<file path="config.mk">
export PLATFORM = sky130hd
export DESIGN_NAME = mult_arbiter
export DESIGN_NICKNAME = d
export VERILOG_FILES = /design/src/rtl/mult_arbiter.sv
export SDC_FILE = /design/constraint.sdc
export NUM_CORES = 1
export LEC_CHECK = 0
export ABC_AREA = 1
export BUFFER_PORTS_ARGS = -buffer_cell sky130_fd_sc_hd__buf_2
export CORE_MARGIN = 5
export CORE_UTILIZATION = 45
export DETAILED_ROUTE_END_ITERATION = 16
export PLACE_DENSITY = 0.9
export SYNTH_ARGS = -nofsm -noshare
export SYNTH_HDL_FRONTEND = slang
export SYNTH_SLANG_ARGS = --single-unit
</file>
<file path="constraint.sdc">
create_clock -name clk -period 2.1 [get_ports clk]
set_clock_uncertainty 0.2 [all_clocks]
set_input_delay 0.315 -clock clk [delete_from_list [all_inputs] [get_ports clk]]
set_output_delay 0.315 -clock clk [all_outputs]
set_load 0.01 [all_outputs]
</file>
<file path="src/rtl/mult_arbiter.sv">
// Four-requester arbiter in front of one shared sequential signed multiplier.
// Define MULT_ARB_FIXED_PRIO_EN for fixed priority (0 highest) instead of round-robin.
module mult_arbiter #(
    parameter int WIDTH = 8
) (
    input  logic                 clk,
    input  logic                 rst,
    input  logic [3:0]           req,
    input  logic [4*WIDTH-1:0]   a_in,
    input  logic [4*WIDTH-1:0]   b_in,
    output logic [3:0]           gnt,
    output logic [3:0]           rsp_valid,
    output logic [2*WIDTH-1:0]   rsp_p,
    output logic                 busy,
    output logic                 mul_start,
    output logic [WIDTH-1:0]     mul_a,
    output logic [WIDTH-1:0]     mul_b,
    input  logic [2*WIDTH-1:0]   mul_p,
    input  logic                 mul_done
);

    typedef enum logic [1:0] {
        IDLE  = 2'd0,
        START = 2'd1,
        WAIT  = 2'd2,
        RESP  = 2'd3
    } state_t;

    state_t               state_q, state_d;
    logic [1:0]           winner_q, winner_d;
    logic                 first_wait_q, first_wait_d;
    logic [3:0]           gnt_q, gnt_d;
    logic [3:0]           rsp_valid_q, rsp_valid_d;
    logic [2*WIDTH-1:0]   rsp_p_q, rsp_p_d;
    logic                 busy_q, busy_d;
    logic                 mul_start_q, mul_start_d;
    logic [WIDTH-1:0]     mul_a_q, mul_a_d;
    logic [WIDTH-1:0]     mul_b_q, mul_b_d;
`ifndef MULT_ARB_FIXED_PRIO_EN
    logic [1:0]           last_grant_q, last_grant_d;
`endif

    logic [WIDTH-1:0]     a_arr [4];
    logic [WIDTH-1:0]     b_arr [4];
    logic [1:0]           pick;
    logic                 pick_vld;

    generate
        for (genvar gi = 0; gi < 4; gi++) begin : g_unpack
            assign a_arr[gi] = a_in[gi*WIDTH +: WIDTH];
            assign b_arr[gi] = b_in[gi*WIDTH +: WIDTH];
        end
    endgenerate

    // Walk candidates from lowest to highest priority so the best match is written last.
    always_comb begin
        pick_vld = |req;
        pick     = 2'd0;
`ifdef MULT_ARB_FIXED_PRIO_EN
        for (int k = 3; k >= 0; k--) begin
            if (req[k]) pick = 2'(k);
        end
`else
        for (int k = 3; k >= 0; k--) begin
            logic [1:0] idx;
            idx = last_grant_q + 2'(k + 1);
            if (req[idx]) pick = idx;
        end
`endif
    end

    always_comb begin
        state_d      = state_q;
        winner_d     = winner_q;
        first_wait_d = first_wait_q;
        gnt_d        = 4'b0000;
        rsp_valid_d  = 4'b0000;
        rsp_p_d      = rsp_p_q;
        mul_start_d  = 1'b0;
        mul_a_d      = mul_a_q;
        mul_b_d      = mul_b_q;
`ifndef MULT_ARB_FIXED_PRIO_EN
        last_grant_d = last_grant_q;
`endif
        case (state_q)
            IDLE: begin
                if (pick_vld) begin
                    state_d     = START;
                    winner_d    = pick;
                    gnt_d       = 4'b0001 << pick;
                    mul_start_d = 1'b1;
                    mul_a_d     = a_arr[pick];
                    mul_b_d     = b_arr[pick];
                end
            end
            START: begin
                state_d      = WAIT;
                first_wait_d = 1'b1;
`ifndef MULT_ARB_FIXED_PRIO_EN
                last_grant_d = winner_q;
`endif
            end
            WAIT: begin
                // done may still be high from the previous multiply on the first WAIT cycle
                if (first_wait_q) begin
                    first_wait_d = 1'b0;
                end else if (mul_done) begin
                    rsp_p_d     = mul_p;
                    rsp_valid_d = 4'b0001 << winner_q;
                    state_d     = RESP;
                end
            end
            RESP: begin
                state_d = IDLE;
            end
            default: begin
                state_d = IDLE;
            end
        endcase
        busy_d = (state_d != IDLE);
    end

    always_ff @(posedge clk) begin
        if (rst) begin
            state_q      <= IDLE;
            winner_q     <= 2'd0;
            first_wait_q <= 1'b0;
            gnt_q        <= 4'b0000;
            rsp_valid_q  <= 4'b0000;
            rsp_p_q      <= '0;
            busy_q       <= 1'b0;
            mul_start_q  <= 1'b0;
            mul_a_q      <= '0;
            mul_b_q      <= '0;
`ifndef MULT_ARB_FIXED_PRIO_EN
            last_grant_q <= 2'd3;
`endif
        end else begin
            state_q      <= state_d;
            winner_q     <= winner_d;
            first_wait_q <= first_wait_d;
            gnt_q        <= gnt_d;
            rsp_valid_q  <= rsp_valid_d;
            rsp_p_q      <= rsp_p_d;
            busy_q       <= busy_d;
            mul_start_q  <= mul_start_d;
            mul_a_q      <= mul_a_d;
            mul_b_q      <= mul_b_d;
`ifndef MULT_ARB_FIXED_PRIO_EN
            last_grant_q <= last_grant_d;
`endif
        end
    end

    assign gnt       = gnt_q;
    assign rsp_valid = rsp_valid_q;
    assign rsp_p     = rsp_p_q;
    assign busy      = busy_q;
    assign mul_start = mul_start_q;
    assign mul_a     = mul_a_q;
    assign mul_b     = mul_b_q;

endmodule
</file>
==> metrics.txt, run 1 <==
status=completed; Mapped Nets=448; RD Place Congestion=0.8356; Final Util=63.70%; Mean Syn Cell Area=6.873 um2; CTS Buffer Depth=2; largest family of logic cells by synthesized area=simple AND/OR/NAND/NOR gates; Tot GR Track Use=19.96%; worst hold slack=0.02627 ns; Setup CP Type=reg2reg; commonest register cell after synthesis=dfxtp_1; Final nets=578; setup TNS=0 ns; wire per inst=12.68 um; Mapped Area=2454 um2; Initial DRT Pass Iterations=4; final WL=7073 um; clk sinks=49; post-synth cell types=24; CP Capture Type=flip-flop; port bufs=128; Setup crit start kind=flip-flop; FF/Latch Area=988.4 um2; post-synthesis simple-gate area fraction=41.97%; final hold viol count=0; compound-gate portion of the synthesized area=7.547%; Die Ht=83.84 um; Max Cap Viol=0; register bit total from synthesis=49; leak pwr=0.001847 uW; period utilisation layout=91.41%; GRT overflow=0; Tightest Hold Check Type=in2reg; PD cells=846.1 nW/um2; Buf/Inv on CP=1; area of the multi-input gates=1274 um2; vias in the first global route=2,678; HPWL after DPL=5521 um; hold depth=3; 1st-iter DRT viols=170; post-synthesis adder-cell area fraction=2.040%; CTS buffer count=5; Area growth syn-to-layout=35.14%; max-slew violation count=0; first-pass GRT wire length=11,900 um; Die ar.=7029 um2; Residual DRC=0; mux cell area share after synthesis=0%; Area after DPL=3173 um2; CTS clk-pin slew, worst paths=0.10 ns; top-level port count=129; HP Start=mul_p[11]; Final Cell Area=3316 um2; reg2reg start=last_grant_q[0]; register area share after synthesis=39.98%; H-tree levels=2; Initial Util=47.14%; Die W=83.84 um; TritonCTS clock tree=yes; Tightest Pin Transition=0.4594 ns; antenna-violating nets left=0; Synth area leader=dfxtp_1; core region area=5205 um2; layout cell share with drive strength beyond 1=34.43%; endpoints failing setup=0; Max transition margin=69.34%; Crit path arrival time=1.96 ns; cell family with most CP delay=simple AND/OR/NAND/NOR gates; fillers=479; Diodes inserted=0; worst-path cell chain=inv_4 > nand2_1 > nand2_1 > nand2_4 > nand2_2 > nor2_1 > nand2_2 > nand2_4 > nand2_2 > nor2_4 > nand2_1 > nand4_1; pin count of the biggest net entering global routing=24; Critical Path Slowest Stage Cell=dfxtp_4; Worst Hold End=rsp_p[11]; row count=26; yosys warns=0; Synth area leaders=dfxtp_1 (40%), nand3_1 (13%), nand2_1 (13%), nor2_1 (7.5%), o21ai_0 (4.3%); async set or reset register ratio after synthesis=0%; reg2reg end=mul_a[1]; Critical Path RT=2.14 ns; initial antenna violation count=0; R2R Setup Slk=0.18 ns; clk_lat worst skew=0.30 ns; Max Clk Rate=520.9 MHz; Period minus WS final=1.920 ns; share of the synthesized area in the top cell type=39.98%; slowest cell delay on critical path=0.40 ns; total power=2805 uW; Synth Area in XOR/XNOR=0%; Worst R2R Path Depth=12; cell count after synthesis=357; root buffer cell=clkbuf_8; crit-path max FO=13; Post-synth EDFFs=0; worst IR drop on VDD=0.4912 mV; DR vias=2,776; Vias/cell=4.975
## synth_stat cells, types with 5 or more instances
cell type  instances
dfxtp_1           49
clkbuf_1           7
a21oi_1            9
nand4_1            6
inv_1             27
o21ai_0           21
inv_2              5
nand2_1           85
nand3b_1           5
nand2_2            6
nor2_1            49
nand3_1           64
## cell usage in the layout (no fill, tap or decap)
| cell type | n |
|---|---|
| buf_2 | 128 |
| nand2_1 | 85 |
| nand3_1 | 64 |
| nor2_1 | 49 |
| dfxtp_1 | 47 |
| inv_1 | 27 |
| o21ai_0 | 21 |
| a21oi_1 | 9 |
| buf_4 | 8 |
| nand2_2 | 6 |
| nand4_1 | 6 |
| inv_2 | 5 |
| nand3b_1 | 5 |
| clkbuf_8 | 5 |
| ha_1 | 4 |
| nand2_4 | 3 |
| o22ai_1 | 2 |
| inv_6 | 2 |
| dfxtp_4 | 2 |
| buf_6 | 2 |
| inv_4 | 1 |
| nand3_4 | 1 |
| nand2_8 | 1 |
| nor2_8 | 1 |
| nor2_4 | 1 |
| a21oi_4 | 1 |
| a31oi_1 | 1 |
| bufinv_16 | 1 |
## stage by stage
stage	worst slack, ns	cells
floorplan	0.3022	357
global placement	0.1615	550
detailed placement	0.06970	550
CTS	0.03958	558
global route	-0.001692	558
finish	0.1803	558
## worst register-to-register path: stages (launching register included)
cell	delay (ns)
dfxtp_4	0.40
inv_4	0.07
nand2_1	0.06
nand2_1	0.09
nand2_4	0.11
nand2_2	0.06
nor2_1	0.13
nand2_2	0.11
nand2_4	0.19
nand2_2	0.11
nor2_4	0.16
nand2_1	0.07
nand4_1	0.09
## layer usage
layer  vias to the layer above  global-route usage (%)  part of all wire (%)
met3                        12                   4.344                   6.2
li1                       1413                       -                     -
met4                         0                   7.602                   2.2
met1                      1245                   23.28                    40
met2                       106                   35.43                    52
met5                         -                       0                     0
## cell families (layout without fill, tap and decap cells)
family	count (synthesis)	count (layout)
buffers and inverters	48	179
AO/OA/AOI/OAI	34	34
AND/OR/NAND/NOR	222	222
adder cells (fa/ha/maj)	4	4
flip-flops	49	49
## how the worst max path moves through the flow
stage	start	end	slack, ns	cells after the start
after floorplan	last_grant_q[0]	mul_b[2]	0.30	14
after global placement	last_grant_q[0]	mul_b[1]	0.16	15
after detailed placement	last_grant_q[0]	mul_a[5]	0.07	14
after CTS	last_grant_q[0]	mul_a[1]	0.04	13
after global routing	last_grant_q[0]	mul_a[5]	-0.002	14
final	last_grant_q[0]	mul_a[1]	0.18	12
## flip-flops by register name, indices dropped and copies added, names as in the netlist
name	cells
state_q	2
mul_a	8
rsp_p	16
gnt	4
first_wait_q	1
last_grant_q	2
busy	1
mul_b	8
winner_q	2
rsp_valid	4
mul_start	1
## final cells by class
type	instances	area share, %
timing repair buffer	138	21.81
clock buffer	5	2.075
tap	70	2.642
inverter	33	3.811
multi-input combinational	260	38.42
sequential	49	29.81
clock inverter	3	1.434
## report_power, final
group | switching [uW] | leakage [uW] | total (uW) | internal (uW)
clock | 334 | 0.0000591 | 697 | 364
combinational | 601 | 0.00139 | 985 | 384
sequential | 69.2 | 0.000401 | 1120 | 1050
## repair_timing
item / CTS / global route
hold endpoints to repair: 0 / 0
setup endpoints to repair: 0 / 18
hold buffers: 0 / 0
setup buffers: 0 / 0
gates resized for setup: 0 / 9
Note: power is estimated with default switching activity, not from simulation.
==> run 2, diff against run 1 <==
--- a/config.mk
+++ b/config.mk
@@ -5,12 +5,12 @@
 export SDC_FILE = /design/constraint.sdc
 export NUM_CORES = 1
 export LEC_CHECK = 0
-export ABC_AREA = 1
 export BUFFER_PORTS_ARGS = -buffer_cell sky130_fd_sc_hd__buf_2
+export CAP_MARGIN = 20
 export CORE_MARGIN = 5
 export CORE_UTILIZATION = 45
 export DETAILED_ROUTE_END_ITERATION = 16
-export PLACE_DENSITY = 0.9
+export PLACE_DENSITY = 0.91
 export SYNTH_ARGS = -nofsm -noshare
 export SYNTH_HDL_FRONTEND = slang
 export SYNTH_SLANG_ARGS = --single-unit
==> run 2 against run 1 <==
  * Via count decreased by 17%
  * Combinational power is 14% higher
  * Worst hold slack better by 0.021 ns
  * Register-to-register slack lost 0.02 ns
  * Routed wire length shrank 11%
  * Critical path depth down 7
  * Clock power fell by 18%
  * First-iteration DRC count shrank 15%
  * Sequential power rose by 9%
  * Global-route usage is 1.8 points lower
==> metrics.txt, run 2 <==
pin count of the biggest net entering global routing=31 (+29%); HP Start=mul_p[4]; Final nets=474 (-18%); final WL=6279 um (-11%); period utilisation layout=92.52% (+1.1 points); max-slew violation count=0 (unchanged); worst hold slack=0.04758 ns (+0.02131 ns); endpoints failing setup=0 (unchanged); Tightest Hold Check Type=in2reg; most frequent cells in the layout=buf_2 (128), nand2_1 (53), dfxtp_1 (49); Max transition margin=73.65% (+4.3 points); H-tree levels=2 (unchanged); Max Cap Viol=0 (unchanged); post-synth cell types=42 (+75%); yosys warns=0 (unchanged); Post-CTS Setup Inserts=0 (unchanged); Max Clk Rate=514.7 MHz (-1.2%); wire length on met2=3151 um (-14%); TritonCTS clock tree=yes; RD Place Congestion=0.7957 (-4.8%); DR top layer=met4; antenna-violating nets left=0 (unchanged); Initial DRT Pass Iterations=4 (unchanged); root buffer cell=clkbuf_8; most numerous cell in the Yosys netlist=nand2_1; top-level port count=129 (unchanged); M1 wire length=2485 um (-12%); DR WL met3=477 um (+9.2%); Post-synth EDFFs=0 (unchanged); status=completed; Crit path arrival time=1.91 ns (-0.05 ns); vias in the first global route=2,255 (-16%); final hold viol count=0 (unchanged); Die Ht=82.63 um (-1.4%); reg2reg start=last_grant_q[1]; Setup CP Type=reg2reg; async set or reset register ratio after synthesis=0% (unchanged); hold depth=3 (unchanged); wire per inst=13.83 um (+9.1%); PD cells=919.1 nW/um2 (+8.6%); CTS Buffer Depth=2 (unchanged); worst IR drop on VDD=0.4533 mV (-7.7%); Tot GR Track Use=18.11% (-1.8 points); setup TNS=0 ns (unchanged); CP Capture Type=flip-flop; Die ar.=6827 um2 (-2.9%); row count=26 (unchanged); Vias/cell=5.090 (+2.3%); Period minus WS final=1.943 ns (+0.02312 ns); CTS buffer count=5 (unchanged); Area growth syn-to-layout=33.10%; most common cell after layout, fill and taps aside=buf_2; Tightest Pin Transition=0.3934 ns (-0.06602 ns); Diodes inserted=0 (unchanged); Die W=82.63 um (-1.4%); clk_lat worst skew=0.29 ns (about the same); initial antenna violation count=0 (unchanged); leak pwr=0.001569 uW (-15%); Setup crit start kind=flip-flop; commonest register cell after synthesis=dfxtp_1; CP startpoint=last_grant_q[1]; R2R Setup Slk=0.16 ns (-0.02 ns); cell count after synthesis=258 (-28%); number of flip-flops in the largest register=16 (unchanged); Residual DRC=0 (unchanged); Mean Syn Cell Area=9.200 um2 (+34%); GRT overflow=0 (unchanged); RSZ-0062 raised after global routing=false; clk sinks=49 (unchanged); Mapped Area=2374 um2 (-3.3%); 1st-iter DRT viols=145 (-15%); port bufs=128 (unchanged); Critical Path RT=2.07 ns (-0.07 ns); Mapped Nets=349 (-22%); Worst R2R Path Depth=5 (-7); register bit total from synthesis=49 (unchanged); core region area=5107 um2 (-1.9%); first-pass GRT wire length=9798 um (-18%); fillers=453 (-5.4%); Synth area leader=dfxtp_1; crit-path max FO=12 (-1); HPWL after DPL=4980 um (-9.8%); layout cell share with drive strength beyond 1=41.67% (+7.2 points); Initial Util=46.47% (-0.67 points); CTS clk-pin slew, worst paths=0.09 ns (about the same); DR vias=2,311 (-17%); Synth area leaders=dfxtp_1 (41%), mux2i_1 (13%), nand2_1 (8.4%), a21oi_1 (5.5%), o221ai_2 (5.1%); share of the synthesized area in the top cell type=41.33% (+1.3 points); register area share after synthesis=41.33% (+1.3 points); Synth top cells by count=nand2_1 (53), dfxtp_1 (49), mux2i_1 (30)
run 2: cell types whose count changed in the layout (fill, tap and decap cells not counted), moves of 4 or more:
cell,delta
nand3_1,-54
nor2_1,-40
nand2_1,-32
mux2i_1,+30
inv_1,-21
o21ai_0,-21
a21oi_1,+17
o221ai_2,+8
o211ai_1,+7
nand2_2,-6
nand4_1,-6
inv_2,-5
nand3b_1,-4
run 2: logic make-up after synthesis:
family | count (synthesis) | share of synthesized area (%)
compound gates | 62 | 20.03
fa+ha+maj | 4 | 2.109
buf+inv | 25 | 6.589
flops | 49 | 41.33
mux | 30 | 12.65
simple gates | 88 | 17.29
run 2: per-stage QoR:
step                util, %  cell area, um2  worst slack (ns)  std cells  total power, uW
floorplan                 -            2374            0.2580        258             2002
global placement      59.95            3062            0.1653        446             2314
detailed placement    59.95            3062           0.05318        446             2359
CTS                   61.83            3158           0.08811        454             2929
global route          61.86            3159           0.02606        454             3097
finish                61.86            3159            0.1572        454             2904
run 2: layer usage:
| metal | vias to the layer above | GRT usage (%) |
|---|---|---|
| li1 | 1158 | - |
| met1 | 1054 | 20.48 |
| met2 | 85 | 32.69 |
| met3 | 14 | 4.013 |
| met4 | 0 | 7.353 |
| met5 | - | 0 |
run 2: layout make-up:
| cell class | instances | area [um2] | share of cell area (%) |
|---|---|---|---|
| Multi-Input combinational cell | 184 | 1239 | 39.21 |
| Inverter | 6 | 22.52 | 0.7129 |
| Clock inverter | 2 | 13.76 | 0.4356 |
| Timing Repair Buffer | 137 | 733.2 | 23.21 |
| Clock buffer | 6 | 82.58 | 2.614 |
| Tap cell | 70 | 87.58 | 2.772 |
| Sequential cell | 49 | 980.9 | 31.05 |
run 2: worst paths after layout:
check | end
setup / recovery | mul_b[3]
hold reg to reg | rsp_p[15]
setup reg to reg | mul_b[3]
hold / removal | rsp_p[4]
run 2: what timing repair did:
| item | in CTS | in global routing |
|---|---|---|
| gates resized for setup | 0 | 1 |
| endpoints found under the setup margin | 0 | 6 |
| hold endpoints to repair | 0 | 0 |
| hold buffers | 0 | 0 |
run 2: power breakdown:
group	switching, uW	total [uW]	internal (uW)
Combinational	595	1120	523
Clock	302	569	267
Sequential	107	1220	1110
run 2: worst max-delay path: stages (launching register included):
cell,delay (ns)
dfxtp_1,0.43
nand2_1,0.10
a31oi_1,0.36
and2_2,0.33
nand2b_4,0.27
o221ai_1,0.13
